### src/rtl/fifo_reader_pkg.sv
// Shared types and constants for the FIFO reader: controller states,
// the default data width and the read-admission arithmetic.
package fifo_reader_pkg;

    localparam int FIFO_WIDTH_DEFAULT = 16;

    typedef enum logic [1:0] {
        IDLE  = 2'd0,
        RUN   = 2'd1,
        FLUSH = 2'd2
    } state_t;

    // Words that will occupy the buffer once the in-flight read lands and
    // the current handshake retires; a new read is only safe while this is < 2.
    function automatic logic [2:0] pending_words(
        input logic [1:0] occ,
        input logic       inflight,
        input logic       handshake
    );
        return {1'b0, occ} + {2'b00, inflight} - {2'b00, handshake};
    endfunction

endpackage

### src/rtl/fifo_reader_skid.sv
// Two-entry in-order output buffer; head_data is the oldest word held.
module fifo_reader_skid
    import fifo_reader_pkg::*;
#(
    parameter int WIDTH = FIFO_WIDTH_DEFAULT
) (
    input  logic             clk,
    input  logic             rst_n,
    input  logic             push,
    input  logic [WIDTH-1:0] push_data,
    input  logic             pop,
    output logic [WIDTH-1:0] head_data,
    output logic [1:0]       occ
);

    logic [WIDTH-1:0] head_r;
    logic [WIDTH-1:0] tail_r;
    logic [1:0]       occ_r;

    // Buffer update; push and pop together keep occupancy and shift order.
    always_ff @(posedge clk or negedge rst_n) begin
        if (!rst_n) begin
            head_r <= '0;
            tail_r <= '0;
            occ_r  <= 2'd0;
        end else begin
            case ({push, pop})
                2'b10: begin
                    if (occ_r == 2'd0) begin
                        head_r <= push_data;
                        occ_r  <= 2'd1;
                    end else if (occ_r == 2'd1) begin
                        tail_r <= push_data;
                        occ_r  <= 2'd2;
                    end else begin
                        occ_r  <= occ_r;
                    end
                end
                2'b01: begin
                    head_r <= tail_r;
                    occ_r  <= occ_r - 2'd1;
                end
                2'b11: begin
                    if (occ_r == 2'd1) begin
                        head_r <= push_data;
                    end else begin
                        head_r <= tail_r;
                        tail_r <= push_data;
                    end
                end
                default: begin
                    occ_r <= occ_r;
                end
            endcase
        end
    end

    assign head_data = head_r;
    assign occ       = occ_r;

endmodule

### src/rtl/fifo_reader.sv
// Drains a synchronous FIFO into a valid/ready stream through a 2-entry
// buffer, with run/flush control, a handshake counter and a sticky error.
module fifo_reader
    import fifo_reader_pkg::*;
#(
    parameter int FIFO_WIDTH = FIFO_WIDTH_DEFAULT
) (
    input  logic                  clk,
    input  logic                  rst_n,
    input  logic                  enable,
    input  logic                  fifo_empty,
    input  logic                  fifo_underflow,
    input  logic [FIFO_WIDTH-1:0] fifo_data_out,
    output logic                  fifo_rd_en,
    output logic                  m_valid,
    input  logic                  m_ready,
    output logic [FIFO_WIDTH-1:0] m_data,
    output logic [15:0]           words_out,
    output logic                  underflow_err,
    output logic                  done
);

    state_t                state_r;
    logic                  inflight_r;
    logic [15:0]           words_r;
    logic                  err_r;
    logic                  done_r;

    logic [1:0]            occ_s;
    logic [FIFO_WIDTH-1:0] head_s;
    logic                  hs_s;
    logic                  push_s;
    logic                  rd_en_s;
    logic                  drained_s;

    // Read admission, capture qualification and drain detection.
    always_comb begin
        hs_s      = 1'b0;
        push_s    = 1'b0;
        rd_en_s   = 1'b0;
        drained_s = 1'b0;
        hs_s      = (occ_s != 2'd0) && m_ready;
        push_s    = inflight_r && !fifo_underflow;
        drained_s = !inflight_r && (occ_s == 2'd0);
        if ((state_r == RUN) && !fifo_empty &&
            (pending_words(occ_s, inflight_r, hs_s) < 3'd2)) begin
            rd_en_s = 1'b1;
        end else begin
            rd_en_s = 1'b0;
        end
    end

    // Control state machine; done marks the cycle after a flush completes.
    always_ff @(posedge clk or negedge rst_n) begin
        if (!rst_n) begin
            state_r <= IDLE;
            done_r  <= 1'b0;
        end else begin
            done_r <= 1'b0;
            case (state_r)
                IDLE: begin
                    if (enable) state_r <= RUN;
                end
                RUN: begin
                    if (!enable) state_r <= FLUSH;
                end
                FLUSH: begin
                    if (enable) begin
                        state_r <= RUN;
                    end else if (drained_s) begin
                        state_r <= IDLE;
                        done_r  <= 1'b1;
                    end
                end
                default: begin
                    state_r <= IDLE;
                end
            endcase
        end
    end

    // Read tracking, handshake count and sticky underflow flag.
    always_ff @(posedge clk or negedge rst_n) begin
        if (!rst_n) begin
            inflight_r <= 1'b0;
            words_r    <= 16'd0;
            err_r      <= 1'b0;
        end else begin
            inflight_r <= rd_en_s;
            if (hs_s) words_r <= words_r + 16'd1;
            if (inflight_r && fifo_underflow) err_r <= 1'b1;
        end
    end

    fifo_reader_skid #(
        .WIDTH(FIFO_WIDTH)
    ) u_skid (
        .clk      (clk),
        .rst_n    (rst_n),
        .push     (push_s),
        .push_data(fifo_data_out),
        .pop      (hs_s),
        .head_data(head_s),
        .occ      (occ_s)
    );

    assign fifo_rd_en    = rd_en_s;
    assign m_valid       = (occ_s != 2'd0);
    assign m_data        = head_s;
    assign words_out     = words_r;
    assign underflow_err = err_r;
    assign done          = done_r;

endmodule

### config.mk
export PLATFORM = sky130hd
export DESIGN_NAME = fifo_reader
export DESIGN_NICKNAME = d
export VERILOG_FILES = /design/src/rtl/fifo_reader_pkg.sv /design/src/rtl/fifo_reader_skid.sv /design/src/rtl/fifo_reader.sv
export SDC_FILE = /design/constraint.sdc
export NUM_CORES = 1
export LEC_CHECK = 0
export BUFFER_PORTS_ARGS = -buffer_cell sky130_fd_sc_hd__buf_2
export CAP_MARGIN = 20
export CORE_MARGIN = 2
export CORE_UTILIZATION = 49
export CTS_CLUSTER_SIZE = 12
export DETAILED_ROUTE_END_ITERATION = 16
export PLACE_DENSITY = 0.73
export SLEW_MARGIN = 0
export SYNTH_ARGS = -nofsm -noshare
export SYNTH_HDL_FRONTEND = slang
export SYNTH_SLANG_ARGS = --single-unit
export TNS_END_PERCENT = 50
### constraint.sdc
create_clock -name clk -period 4.1 [get_ports clk]
set_input_delay 0.205 -clock clk [delete_from_list [all_inputs] [get_ports clk]]
set_output_delay 0.205 -clock clk [all_outputs]
set_load 0.05 [all_outputs]
; ---- Word level (Yosys, flattened, before mapping)
; Index checks and enable logic that the tools add are counted.
[word_totals]
in_bits = 22
word_cells = 63
register_bits = 55
output_inout_bits = 36
[op_classes]
n_eq_ne = 13
mux = 18
n_reduce_logical = 19
addsub = 4
n_lt_le_gt_ge = 1
[ops]
columns = op, n
row1 = $mux 16, 4
row2 = $pmux 16 s3, 1
row3 = $pmux 16 s2, 1
row4 = $add 16x1->16 const B, 1
row5 = $mux 2, 6
row6 = $ne 2x2->1 const B, 5
row7 = $eq 2x1->1 const B, 3
row8 = $eq 2x2->1 const B, 3
row9 = $logic_and 1x1->1, 6
row10 = $pmux 2 s3, 1
row11 = $reduce_and 3->1, 2
row12 = $reduce_bool 2->1, 3
row13 = $logic_not 2->1, 2
row14 = $mux 1, 4
row15 = $pmux 2 s2, 1
row16 = $reduce_and 2->1, 2
row17 = $add 2x1->3, 1
row18 = $logic_not 1->1, 3
row19 = $lt 3x2->1 const B, 1
row20 = $ne 3x2->1 const B, 1
row21 = $ne 3x3->1 const B, 1
row22 = $reduce_bool 3->1, 1
row23 = $sub 3x1->3, 1
row24 = $sub 2x1->2 const B, 1

; ---- Longest topological paths before layout
[logic_depth]
ltp_word = 6
mapped_depth = 12

; ---- Hierarchy
; A second synthesis with hierarchy kept.
[unflattened]
hier_cells = 215
area_unflattened_um2 = 2573.7
[modules_own_cells]
columns = module, cells_each, area_per_inst_um2, n_inst
row1 = fifo_reader_skid, 135, 1586.5, 1
row2 = fifo_reader, 80, 987.2, 1

; ---- Worst setup path before layout
; No wires, ideal clock.
[synth_timing]
path_kind = register to register
startpoint = register u_skid.occ_r[0], in the netlist u_skid.occ[0]
endpoint = register inflight_r
slack_ns = -0.096
n_path_buf = 0
period_less_slack_ns = 4.196
setup_time_ns = 0.299
stages_incl_launch_ff = 11
required_ns = 3.801
arrival_time_ns = 3.897
path_cell_list = dfrtp_1 > inv_1 > ha_1 > inv_2 > nand2_1 > inv_1 > ha_1 > nand2b_1 > fa_1 > xor2_1 > nor4b_1
[synth_between]
elab_chain_len = 6
[synth_rtl]
columns = element, line
row1 = start: declaration, fifo_reader_skid.sv:18  ; logic [1:0] occ_r;
row2 = start signal: assignment, fifo_reader_skid.sv:36  ; occ_r <= occ_r;
row3 = start signal: assignment, fifo_reader_skid.sv:41  ; occ_r <= occ_r - 2'd1;
row4 = start signal: assignment, fifo_reader_skid.sv:52  ; occ_r <= occ_r;
row5 = $reduce_bool 2->1, -
row6 = named net m_valid, fifo_reader.sv:15  ; output logic m_valid,
row7 = $logic_and 1x1->1, fifo_reader.sv:42  ; hs_s = (occ_s != 2'd0) && m_ready;
row8 = named net hs_s, fifo_reader.sv:31  ; logic hs_s;
row9 = $sub 3x1->3, fifo_reader_pkg.sv:20  ; return {1'b0, occ} + {2'b00, inflight} - {2'b00, handshake};
row10 = $lt 3x2->1, fifo_reader.sv:46  ; (pending_words(occ_s, inflight_r, hs_s) < 3'd2)) begin
row11 = $logic_and 1x1->1, fifo_reader.sv:45  ; if ((state_r == RUN) && !fifo_empty &&
row12 = $mux 1, fifo_reader.sv:45
row13 = named net fifo_rd_en, fifo_reader.sv:14  ; output logic fifo_rd_en,
row14 = end signal: assignment, fifo_reader.sv:89  ; inflight_r <= rd_en_s;
row15 = end: declaration, fifo_reader.sv:24  ; logic inflight_r;
; The timed path passes the listed nets, and every way through them passes these cells.
; A chain may end at the register's enable or synchronous reset.

; ---- Worst setup path in the final report
[layout_timing]
startpoint = register u_skid.occ_r[0], in the netlist u_skid.occ[0]
endpoint = output fifo_rd_en
[layout_between]
elab_chain_len = 6
[layout_rtl]
columns = element, line
row1 = $reduce_bool 2->1, fifo_reader.sv:42
row2 = $logic_and 1x1->1, fifo_reader.sv:42
row3 = named net hs_s, fifo_reader.sv:31
row4 = $sub 3x1->3, fifo_reader_pkg.sv:20
row5 = $lt 3x2->1, fifo_reader.sv:46
row6 = $logic_and 1x1->1, fifo_reader.sv:45
row7 = $mux 1, fifo_reader.sv:45
row8 = end: declaration, fifo_reader.sv:14
; The timed path passes the listed nets, and every way through them passes these cells.

==> impl_metrics.tcl <==
set metrics [dict create \
    start_util_pct 50.69 \
    worst_pin_slew_ns 0.8294 \
    grt_pass1_wl_um 9425 \
    netlist.area_leader.share_pct 49.31 \
    drc 0 \
    crit-reg2reg-launch "u_skid.occ[0]" \
    postCtsResizedCells 0 \
    syn_inst 230 \
    die_area_mm2 0.006316 \
    path_clk_slew_ns 0.10 \
    insertion_delay_ns 0.31 \
    syn_avg_cell_area_um2 12.14 \
    period_share_pct 85.42 \
    num_vias 1983 \
    layout-drive-gt1-share_pct 37.28 \
    cp-end-kind "output pin" \
    final_antenna_net_count 0 \
    critPathBufInv 5 \
    overflow 0 \
    max_freq_ghz 0.2855 \
    cts_max_path_buffers 2 \
    critical_path.max_stage_delay_ns 0.43 \
    synth.area.top_cells "dfrtp_1 49%, mux2_2 8.5%, a22oi_1 8.3%, mux2_4 5.4%, ha_1 3.1%" \
    rows 27 \
    wl_um 5623 \
    status "finished, violations left" \
    startpoint "u_skid.occ[0]" \
    cts_buffers 5 \
    hpwlAfterDp_um 3698 \
    crit_fanout 20 \
    ios 58 \
    cts_hold_buffers 0 \
    die_h_um 79.48 \
    core-area_mm2 0.005507 \
    worst-path-stages 12 \
    violations "hold timing" \
    final_area_mm2 0.003223 \
    max_cap_viol_count 0 \
    slew_headroom_pct 44.71 \
    setup-violations-final 0 \
    synth_edf_count 0 \
    ys.flop_type "dfrtp_1" \
    rsz0062_at_grt "no" \
    ys_seq_area_share_pct 49.31 \
    hold_ws_ns -0.001605 \
    place_ws_ns 0.9366 \
    gr-usage-all-layers_pct 19.06 \
    cpMaxStageDelayCell "dfrtp_1" \
    fin_util_pct 58.53 \
    reg2reg_depth 10 \
    area_delta_synth_final_pct 15.46 \
    antenna_cells 0 \
    grt_max_degree 56 \
    worst_setup_path_start_kind "flip-flop" \
    ys_ff_latch 55 \
    cts_max_level 2 \
    cp.arrival_ns 3.30 \
    fillers 477 \
    critPathTopFamily "adder cells" \
    antenna_found_initial 0 \
    routabilityCongestion 0.7073 \
    placed_area_mm2 0.003107 \
    syn_area_mm2 0.002791 \
    first_pass_iters 4 \
    cts_setup_buffers 0 \
    power-per-cell-area_mw_per_mm2 759.9 \
    multiInputGateArea_mm2 0.001303 \
    cts.sinks 55 \
    die_w_um 79.48 \
    grt_pass1_vias 1951 \
    drv_slew 0 \
    drtIter0Drc 93 \
    synth_nets 260 \
    finalHoldViolCount 1 \
    finalClockSkew_ns 0.006709 \
    seq_area_mm2 0.001376 \
    period_needed_ns 3.502 \
    critPathKind "reg -> out" \
    hp-class "in -> async" \
    nNetsFinal 316 \
    synth_cell_types 41 \
    final.setup.worst_slack_ns 0.5979 \
    post_drt_wl_per_cell_um 15.66 \
    io_buffers 57 \
    synthArstFlopShare_pct 100.0 \
    crit_required_ns 3.89 \
    crit_path_cell_trace "inv_1 -> ha_1 -> inv_2 -> nand2_1 -> buf_4 -> inv_1 -> ha_1 -> nand2b_1 -> fa_1 -> xor2_1 -> nor4b_2 -> buf_2" \
    routed_via_density 5.524 \
    tns_ns 0 \
    p_leak_nw 1.525 \
    yosysTopAreaCell "dfrtp_1" \
    peakVddDrop_mv 0.4001 \
    yosysWarningCount 0 \
    clockRootBuffer "clkbuf_8" \
    cts_tree "yes" \
]
## report_power, final
group	total (mW)	switching (mW)	internal, mW
Combinational	1.18	0.736	0.447
Clock	0.372	0.187	0.185
Sequential	0.895	0.152	0.742
Total	2.45	1.07	1.37
## cells in the final DEF, fill, tap and decap left out, types with 3 or more instances in the layout
| master | synthesis | routed |
|---|---|---|
| inv_1 | 5 | 5 |
| a21oi_1 | 4 | 4 |
| buf_4 | 2 | 4 |
| nand2b_1 | 5 | 5 |
| nand4_1 | 3 | 3 |
| clkbuf_8 | 0 | 5 |
| a22oi_1 | 31 | 31 |
| nand2_1 | 10 | 10 |
| nor2_1 | 4 | 4 |
| o21ai_0 | 17 | 17 |
| buf_2 | 4 | 57 |
| ha_1 | 7 | 7 |
| xor2_1 | 6 | 6 |
| xnor2_1 | 10 | 10 |
| mux2_2 | 21 | 21 |
| mux2_4 | 10 | 10 |
| nand3_1 | 5 | 5 |
| dfrtp_1 | 55 | 55 |
| and4_1 | 3 | 3 |
## metrics by stage
stage | power (mW) | std cells
after CTS | 2.475 | 359
final | 2.449 | 359
after floorplan | 1.849 | 230
after global placement | 2.069 | 351
after global routing | 2.610 | 359
after detailed placement | 2.095 | 351
## state kept, by name (all words and copies together), names as in the netlist
name	flops
words_out	16
inflight_r	1
u_skid.occ	2
u_skid.head_data	16
u_skid.tail_r	16
done	1
underflow_err	1
state_r	2
## routing by layer
metal	share of wire (%)	routed length, um	vias to the layer above	track usage (%)
li1	-	-	950	-
met4	1.4	79	0	6.207
met1	47	2637	979	25.93
met5	0	0	-	0
met3	4.5	255	7	3.733
met2	47	2650	47	30.67
## path summary, 6_finish.rpt
path / slack, ns / end
worst min-delay path: -0.002 / u_skid.tail_r[1]
max in group asynchronous: 3.64 / u_skid.head_data[5]
worst min register to register: 0.47 / words_out[15]
worst max-delay path: 0.60 / fifo_rd_en
worst max register to register: 1.16 / u_skid.tail_r[7]
min in group clk: 0.04 / inflight_r
## Yosys cell counts (2+ instances only)
library cell,instances
buf_6,3
ha_1,7
xnor2_1,10
mux2_2,21
a21oi_1,4
nand4_1,3
a22oi_1,31
buf_4,2
xor2_1,6
and4_1,3
nand2_1,10
dfrtp_1,55
nor2_2,2
mux2_4,10
and2_1,2
buf_2,4
o21ai_0,17
nor4b_1,2
nand2b_1,5
inv_1,5
nand3_1,5
nor2_1,4
## kinds of logic (layout without fill, tap and decap cells)
kind of cell	Yosys count	count (layout)	synth area share (%)
AOI/OAI and AO/OA	58	58	14.07
DFF	55	55	49.31
and+or+nand+nor	43	43	9.279
muxes	32	32	14.21
buffers and inverters	18	75	4.258
xor gates and xnor gates	16	16	5.020
adders and majority gates	8	8	3.855
## final cells by class
type / count / area share (%)
multi-input cells: 157 / 40.41
clock inverters: 3 / 1.475
well taps: 72 / 2.795
repair buffers: 61 / 9.783
clock buffers: 5 / 2.135
inverters: 6 / 0.6988
flip-flops and latches: 55 / 42.70
Power figures use the tool's default switching activity.
